[config.mk]
export PLATFORM = sky130hd
export DESIGN_NAME = ecc_correct_controller
export DESIGN_NICKNAME = d
export VERILOG_FILES = /design/src/rtl/ecc_correct_controller.sv
export SDC_FILE = /design/constraint.sdc
export NUM_CORES = 1
export LEC_CHECK = 0
export ABC_AREA = 1
export CORE_AREA = 2 2 122 124
export CTS_BUF_LIST = sky130_fd_sc_hd__clkbuf_4 sky130_fd_sc_hd__clkbuf_8
export CTS_CLUSTER_SIZE = 28
export DETAILED_ROUTE_END_ITERATION = 10
export DIE_AREA = 0 0 124 126
export GPL_TIMING_DRIVEN = 0
export PLACE_DENSITY_LB_ADDON = 0.3
export SLEW_MARGIN = 20
export SYNTH_ARGS = -nofsm -noshare
export SYNTH_HDL_FRONTEND = slang
export SYNTH_SLANG_ARGS = --single-unit
[constraint.sdc]
create_clock -name clk -period 4 [get_ports clk]
set_input_delay 0.8 -clock clk [delete_from_list [all_inputs] [get_ports clk]]
set_output_delay 0.8 -clock clk [all_outputs]
set_load 0.01 [all_outputs]
[src/rtl/ecc_correct_controller.sv]
// ecc_correct_controller
//   Compares the ECC computed over a freshly read 512-byte sector with the
//   ECC stored in the spare area. If exactly one data bit is flipped, it
//   fixes that bit in the sector buffer with one read-modify-write.
//
// Ports
//   clk, rst_n          clock, async active-low reset
//   en                  start pulse (only looked at in IDLE)
//   ecc_calc/ecc_stored 24-bit ECCs latched on start
//   data_in             buffer read data, valid the cycle after rd_en
//   addr                buffer word address {2'b00, byte[8:2]}
//   rd_en, wr_en        buffer strobes
//   data_out            corrected word, meaningful while wr_en=1
//   busy, done          activity flag / one-cycle completion pulse
//   status              00 clean, 01 corrected, 10 ECC-area error, 11 uncorrectable
//   err_byte, err_bit   location of the corrected bit (0 unless status=01)
module ecc_correct_controller (
  input  logic        clk,
  input  logic        rst_n,
  input  logic        en,
  input  logic [23:0] ecc_calc,
  input  logic [23:0] ecc_stored,
  input  logic [31:0] data_in,
  output logic [8:0]  addr,
  output logic        rd_en,
  output logic        wr_en,
  output logic [31:0] data_out,
  output logic        busy,
  output logic        done,
  output logic [1:0]  status,
  output logic [8:0]  err_byte,
  output logic [2:0]  err_bit
);

  typedef enum logic [2:0] {
    S_IDLE, S_CHECK, S_READ, S_WAIT, S_WRITE, S_DONE
  } state_t;

  state_t      state, state_nxt;
  logic [23:0] calc_q, stored_q, syn;
  logic [11:0] pair_ok;
  logic        correctable, single_bit;
  logic [8:0]  syn_byte;
  logic [2:0]  syn_bit;
  logic [31:0] flip_mask, wdata_q;

  // Syndrome decode. A single data-bit error flips exactly one bit of every
  // parity pair; the odd bits of the pairs then spell out the bit location.
  always_comb begin
    syn     = calc_q ^ stored_q;
    pair_ok = '0;
    for (int i = 0; i < 12; i++) pair_ok[i] = syn[2*i] ^ syn[2*i+1];
    syn_byte = '0;
    for (int i = 0; i < 9; i++) syn_byte[i] = syn[2*i+7];
    syn_bit     = {syn[5], syn[3], syn[1]};
    correctable = &pair_ok;
    single_bit  = $onehot(syn);
  end

  // Bit position inside the word is 8*lane + bit, i.e. {lane, bit}.
  assign flip_mask = 32'd1 << {err_byte[1:0], err_bit};

  always_ff @(posedge clk or negedge rst_n) begin
    if (!rst_n) state <= S_IDLE;
    else        state <= state_nxt;
  end

  always_ff @(posedge clk or negedge rst_n) begin
    if (!rst_n) begin
      calc_q   <= '0;
      stored_q <= '0;
      status   <= 2'b00;
      err_byte <= '0;
      err_bit  <= '0;
      wdata_q  <= '0;
    end else begin
      case (state)
        S_IDLE: if (en) begin
          calc_q   <= ecc_calc;
          stored_q <= ecc_stored;
        end
        S_CHECK: begin
          err_byte <= '0;
          err_bit  <= '0;
          if (syn == 24'd0) status <= 2'b00;
          else if (correctable) begin
            status   <= 2'b01;
            err_byte <= syn_byte;
            err_bit  <= syn_bit;
          end
          else if (single_bit) status <= 2'b10;
          else                 status <= 2'b11;
        end
        // Capture in WAIT: the buffer only guarantees data_in for the one
        // cycle after rd_en.
        S_WAIT:  wdata_q <= data_in ^ flip_mask;
        default: ;
      endcase
    end
  end

  always_comb begin
    state_nxt = state;
    case (state)
      S_IDLE:  if (en) state_nxt = S_CHECK;
      S_CHECK: state_nxt = (syn != 24'd0 && correctable) ? S_READ : S_DONE;
      S_READ:  state_nxt = S_WAIT;
      S_WAIT:  state_nxt = S_WRITE;
      S_WRITE: state_nxt = S_DONE;
      S_DONE:  state_nxt = S_IDLE;
      default: state_nxt = S_IDLE;
    endcase
  end

  // Strobes are pure state decodes, so reset silences them immediately.
  always_comb begin
    busy     = (state != S_IDLE);
    rd_en    = (state == S_READ);
    wr_en    = (state == S_WRITE);
    done     = (state == S_DONE);
    addr     = '0;
    data_out = '0;
    if (state == S_READ || state == S_WAIT || state == S_WRITE)
      addr = {2'b00, err_byte[8:2]};
    if (state == S_WRITE)
      data_out = wdata_q;
  end

endmodule

==> flow_summary_export.csv, run 1 <==
group,metric,value,unit
cells_and_area,final_util,54.4,%
global_routing,antenna_found_initial,0,
placed_design,finalWeightedCongestion,0.857,
synthesis,ys_types,30,
global_routing,grtUsageTotal,19.1,%
cts,path_clk_slew,0.09,ns
synthesis,ys_seq_area_share,41.3,%
critical_path,cp.required,4.26,ns
global_routing,use_met1,25.3,%
placed_design,portBuffers,139,
sta,slew_headroom,59.5,%
global_routing,grt_use_met2,32.0,%
synthesis,synthesis.area,0.00587,mm^2
cells_and_area,drive_above_1_share,14.1,%
die,rows,44,
synthesis,yosys_warnings,0,
sta,period_minus_slack,4.61,ns
synthesis,ys_seq_elements,97,
synthesis,post_synth_inst_count,653,
global_routing,grt_pass1_vias,4570,
critical_path,r2r-end,"status[0]",
detailed_routing,drt-total-wl,14100,um
detailed_routing,dr.first_iter.drc_count,341,
detailed_routing,route.detailed.drc,0,
critical_path,r2r_cells,16,
sta,finalHoldViolations,0,
cts,cts_tree,"built",
critical_path,worstPathArrival,4.87,ns
global_routing,busiest_layer,"met2",
die,core,0.0143,mm^2
detailed_routing,wl_per_cell,14.2,um
die,ios,142,
placed_design,dpl_cell_area,0.00754,mm^2
sta,fin_crit_sh,115,%
critical_path,critPathLaunchType,"flop",
detailed_routing,drt-pass1-iter-count,4,
cts,clockBufferDepth,2,
critical_path,worstSetupPathType,"flop to flop",
sta,slew_viol_final,0,
critical_path,worstPathMaxFanout,2,
sta,skew,0.0128,ns
die,die_h,126,um
placed_design,dpl_worst_slack,-0.780,ns
die,initial_utilization,41.0,%
flow_run,maxCapViolCount,0,
cts,worst_skew_pair.late_latency,0.37,ns
global_routing,met3_usage,4.21,%
placed_design,hpwl,11000,um
die,die_area,0.0156,mm^2
cells_and_area,n_antenna_cell,0,
status,status,"complete, but fails checks",
cts,cts_hold_buf,0,
cts,cts.sinks,97,
critical_path,r2r-start,"stored_q[15]",
detailed_routing,antenna_left,0,
sta,setup_viol,1,
synthesis,syn_area_per_cell,8.99,um^2
die,die_w,124,um
sta,tightest_slew,0.608,ns
sta,worst_slack,-0.613,ns
sta,rsz0062_at_grt,"yes",
status,violations,"setup timing",
sta,fmax,217,MHz
critical_path,cp-end-kind,"flop",
cts,h-tree-depth,3,
worst_hold_path,hold_path.class,"primary input to asynchronous set/reset pin",
global_routing,grt_pass1_wl,22900,um
cells_and_area,nNetsFinal,928,
cells_and_area,design_area,0.00779,mm^2
cells_and_area,area_growth,32.7,%
detailed_routing,vias,4743,
global_routing,grt-ovfl-total,0,
detailed_routing,via_per_inst,4.75,
cts,cts_buffers,9,
cts,cts_root_buf,"clkbuf_8",
critical_path,rrSetupSlack,-0.61,ns
global_routing,grt_max_degree,50,
Yosys cell counts (all sizes together):
cell    count  area (um^2)
a21oi       3         15.0
ha         19          238
nand3b      3         22.5
clkbuf     11         41.3
conb        1         3.75
nor3        8         77.6
o21bai      4         30.0
mux2       48          616
o21ai      22          110
xnor2      12          105
dfrtp      97         2430
inv       113          424
nand3      55          280
nand4      25          156
fa         17          340
nor2       55          224
xor2       20          175
nand2     122          460
buf        18          125
area by class of cell:
type | count | area [um^2]
Timing Repair Buffer | 144 | 1450
Sequential cell | 97 | 2430
Buffer | 29 | 166
Clock inverter | 2 | 15.0
Clock buffer | 14 | 161
Fill cell | 1319 | 6520
Tap cell | 184 | 230
Multi-Input combinational cell | 415 | 2920
Inverter | 113 | 424
cell usage in the layout (no fill, tap or decap):
master and n:
a21oi_1 3, buf_1 1, buf_16 1, buf_2 10
buf_4 6, buf_6 6, clkbuf_1 11, clkbuf_4 5
clkbuf_8 9, clkdlybuf4s50_1 138, clkinvlp_4 2, conb_1 2
dfrtp_1 97, fa_1 17, ha_1 18, ha_2 1
inv_1 104, inv_2 9, mux2_2 28, mux2_4 20
nand2_1 121, nand2_2 1, nand3_1 54, nand3_2 1
nand3b_1 3, nand4_1 25, nor2_1 52, nor2_2 1
nor2_4 2, nor3_1 2, nor3_2 4, nor3_4 2
o21ai_0 22, o21bai_1 4, xnor2_1 10, xnor2_2 2
xor2_1 15, xor2_2 5
worst max-delay path, cell delays in order (launching register included):
cell and delay, ns:
dfrtp_1 0.43, xor2_2 0.21, inv_1 0.10, fa_1 0.51
inv_2 0.05, fa_1 0.49, inv_2 0.04, fa_1 0.48
fa_1 0.58, inv_2 0.04, fa_1 0.46, ha_2 0.22
fa_1 0.48, nor3_2 0.11, nand3b_1 0.14, nand2_1 0.08
nand3_1 0.07
sequential cells by signal, summed over array words and instances, names as in the netlist:
| register | flops |
|---|---|
| status | 2 |
| err_byte | 9 |
| calc_q | 24 |
| err_bit | 3 |
| stored_q | 24 |
| state | 3 |
| wdata_q | 32 |
per-layer routing:
metal  routed length, um  part of all wire [%]
met1                6330                    45
met2                6930                    49
met3                 695                   4.9
met4                 177                   1.3
met5                   0                     0
logic make-up (layout without fill, tap and decap cells):
group	after synthesis	in the layout	share of synthesized area [%]
AO/OA/AOI/OAI	29	29	2.64
multiplexers	48	48	10.5
AND/OR/NAND/NOR	268	268	20.8
XOR/XNOR	32	32	4.77
adder cells (fa/ha/maj)	36	36	9.84
flip-flops	97	97	41.3
other	1	2	0.0639
buffers and inverters	142	302	10.1
worst max-delay path by stage:
| stage | end | cells after the start | slack, ns | from |
|---|---|---|---|---|
| 2_1_floorplan | status[0] | 16 | -0.30 | stored_q[17] |
| 3_3_place_gp | stored_q[1] | 1 | -1.55 | rst_n |
| 3_5_place_dp | status[0] | 16 | -0.78 | stored_q[17] |
| 4_1_cts | status[0] | 16 | -0.65 | stored_q[11] |
| 5_1_grt | status[0] | 16 | -0.76 | calc_q[11] |
| 6_report | status[0] | 16 | -0.61 | stored_q[15] |
through the flow:
step	hold WS [ns]	cells	TNS (ns)
after floorplan	0.449	654	-0.302
after detailed placement	0.470	978	-0.780
after global placement	0.464	977	-150.16
after CTS	0.346	997	-0.651
after global routing	0.362	998	-0.764
final	0.346	998	-0.613
what timing repair did:
item,CTS,global route
setup buffers,3,1
pin swaps,5,10
endpoints found under the hold margin,0,0
endpoints found under the setup margin,1,1
gates resized for setup,6,6
Power of run 1 is left out: the tool's default activity adds up to more than one toggle a clock period on the data nets, which glitch-free logic cannot reach.
==> run 2: changes to the inputs <==
Settings changed: PLACE_DENSITY set to 0.73, PLACE_DENSITY_LB_ADDON 0.3 to not set.
==> flow_summary_export.csv, run 2 (synthesis results as in run 1) <==
group,metric,value,unit
status,status,"complete, but fails checks",
status,violations,"setup timing",
global_routing,grt_use_met2,30.8,%
sta,finalHoldViolations,0,
sta,worst_slack,-0.570,ns
detailed_routing,route.detailed.drc,0,
cts,worst_skew_pair.late_latency,0.38,ns
cts,h-tree-depth,3,
cts,cts_buffers,9,
die,core,0.0143,mm^2
critical_path,rrSetupSlack,-0.57,ns
cells_and_area,drive_above_1_share,13.9,%
cells_and_area,final_util,54.9,%
detailed_routing,via_per_inst,4.69,
critical_path,r2r-start,"calc_q[17]",
die,die_h,126,um
die,initial_utilization,41.0,%
die,ios,142,
cts,cts.sinks,97,
cts,path_clk_slew,0.10,ns
cts,cts_hold_buf,0,
placed_design,hpwl,11000,um
global_routing,met3_usage,5.57,%
global_routing,use_met1,24.4,%
worst_hold_path,hold_path.class,"primary input to asynchronous set/reset pin",
flow_run,maxCapViolCount,0,
detailed_routing,dr.first_iter.drc_count,300,
critical_path,critical_path.endpoint,"status[0]",
critical_path,r2r-end,"status[0]",
detailed_routing,antenna_left,0,
cells_and_area,largest_register_ffs,32,
die,rows,44,
global_routing,grt_pass1_wl,22700,um
cells_and_area,nNetsFinal,927,
placed_design,finalWeightedCongestion,0.866,
detailed_routing,wl_per_cell,14.2,um
detailed_routing,drt-pass1-iter-count,5,
global_routing,grtUsageTotal,18.8,%
cts,cts_root_buf,"clkbuf_8",
placed_design,portBuffers,139,
cts,clockBufferDepth,2,
sta,rsz0062_at_grt,"yes",
critical_path,cp.required,4.28,ns
critical_path,cp-end-kind,"flop",
critical_path,worstPathMaxFanout,2,
cells_and_area,top_register,"wdata_q",
cells_and_area,n_antenna_cell,0,
cells_and_area,layout_commonest_cell,"clkdlybuf4s50_1",
critical_path,r2r_cells,16,
detailed_routing,vias,4678,
global_routing,grt_pass1_vias,4575,
critical_path,worstSetupPathType,"flop to flop",
cells_and_area,area_growth,33.9,%
placed_design,dpl_worst_slack,-0.732,ns
global_routing,grt_max_degree,70,
die,die_w,124,um
sta,setup_viol,1,
sta,fmax,219,MHz
critical_path,worstPathArrival,4.85,ns
global_routing,antenna_found_initial,1,
sta,skew,0.0121,ns
cts,cts_tree,"built",
sta,fin_crit_sh,114,%
sta,slew_headroom,59.6,%
cells_and_area,layout_common_cells,"clkdlybuf4s50_1, nand2_1, inv_1",
detailed_routing,drt-total-wl,14100,um
global_routing,busiest_layer,"met2",
global_routing,grt-ovfl-total,0,
critical_path,critPathLaunchType,"flop",
sta,hold_ws,0.279,ns
critical_path,startpoint,"calc_q[17]",
sta,slew_viol_final,0,
cells_and_area,reg_top3,"wdata_q: 32 flops, calc_q: 24 flops, stored_q: 24 flops",
sta,period_minus_slack,4.57,ns
sta,tightest_slew,0.605,ns
die,die_area,0.0156,mm^2
[run 2: cell types whose count changed in the layout (fill, tap and decap cells not counted)]
cell / change
clkinv_2: +1
inv_2: -2
buf_4: -1
clkbuf_4: -4
clkinvlp_4: -1
inv_1: +2
clkbuf_8: +1
xnor2_2: +1
xnor2_1: -1
bufinv_16: +3
[run 2: timing repair]
item,in CTS,in global routing
endpoints found under the setup margin,1,1
pin swaps,2,3
setup buffers,2,1
gates resized for setup,2,9
endpoints found under the hold margin,0,0
[run 2: final cells by class]
type                       instances  area [um^2]
clock inverter                     5          103
clock buffer                      11          145
sequential                        97         2430
tap                              184          230
fill                            1335         6450
multi-input combinational        415         2930
buffer                            29          166
timing repair buffer             143         1440
inverter                         113          424
[run 2: worst min-delay path by stage]
stage                      from           to  slack (ns)  cells after the start
floorplan           wdata_q[11]  wdata_q[11]        0.45                      2
global placement     wdata_q[7]   wdata_q[7]        0.46                      2
detailed placement   wdata_q[7]   wdata_q[7]        0.47                      2
CTS                       rst_n  wdata_q[16]        0.27                      1
global route              rst_n  wdata_q[16]        0.27                      1
finish                    rst_n  wdata_q[16]        0.28                      1
[run 2: per-stage QoR]
step	TNS, ns	cell area (um^2)	cells
after floorplan	-0.302	5890	654
after detailed placement	-0.732	7540	978
after global routing	-0.726	7860	997
after CTS	-0.646	7810	996
after global placement	-145.90	7510	977
final	-0.570	7860	997
[run 2: routing by layer]
| layer | up-vias | wire, um |
|---|---|---|
| li1 | 2349 | - |
| met1 | 2148 | 6170 |
| met2 | 160 | 6670 |
| met3 | 21 | 1070 |
| met4 | 0 | 235 |
| met5 | - | 0 |
[run 2: worst max-delay path, stage by stage (launching register included)]
cell and delay, ns:
dfrtp_1 0.42, xor2_2 0.18, inv_1 0.10, fa_1 0.49
fa_1 0.49, inv_1 0.05, fa_1 0.50, inv_1 0.06
fa_1 0.58, inv_2 0.05, fa_1 0.55, ha_2 0.19
fa_1 0.43, nor3_2 0.12, nand3b_1 0.12, nand2_1 0.08
nand3_1 0.07
Power of run 2 is left out for the same reason.
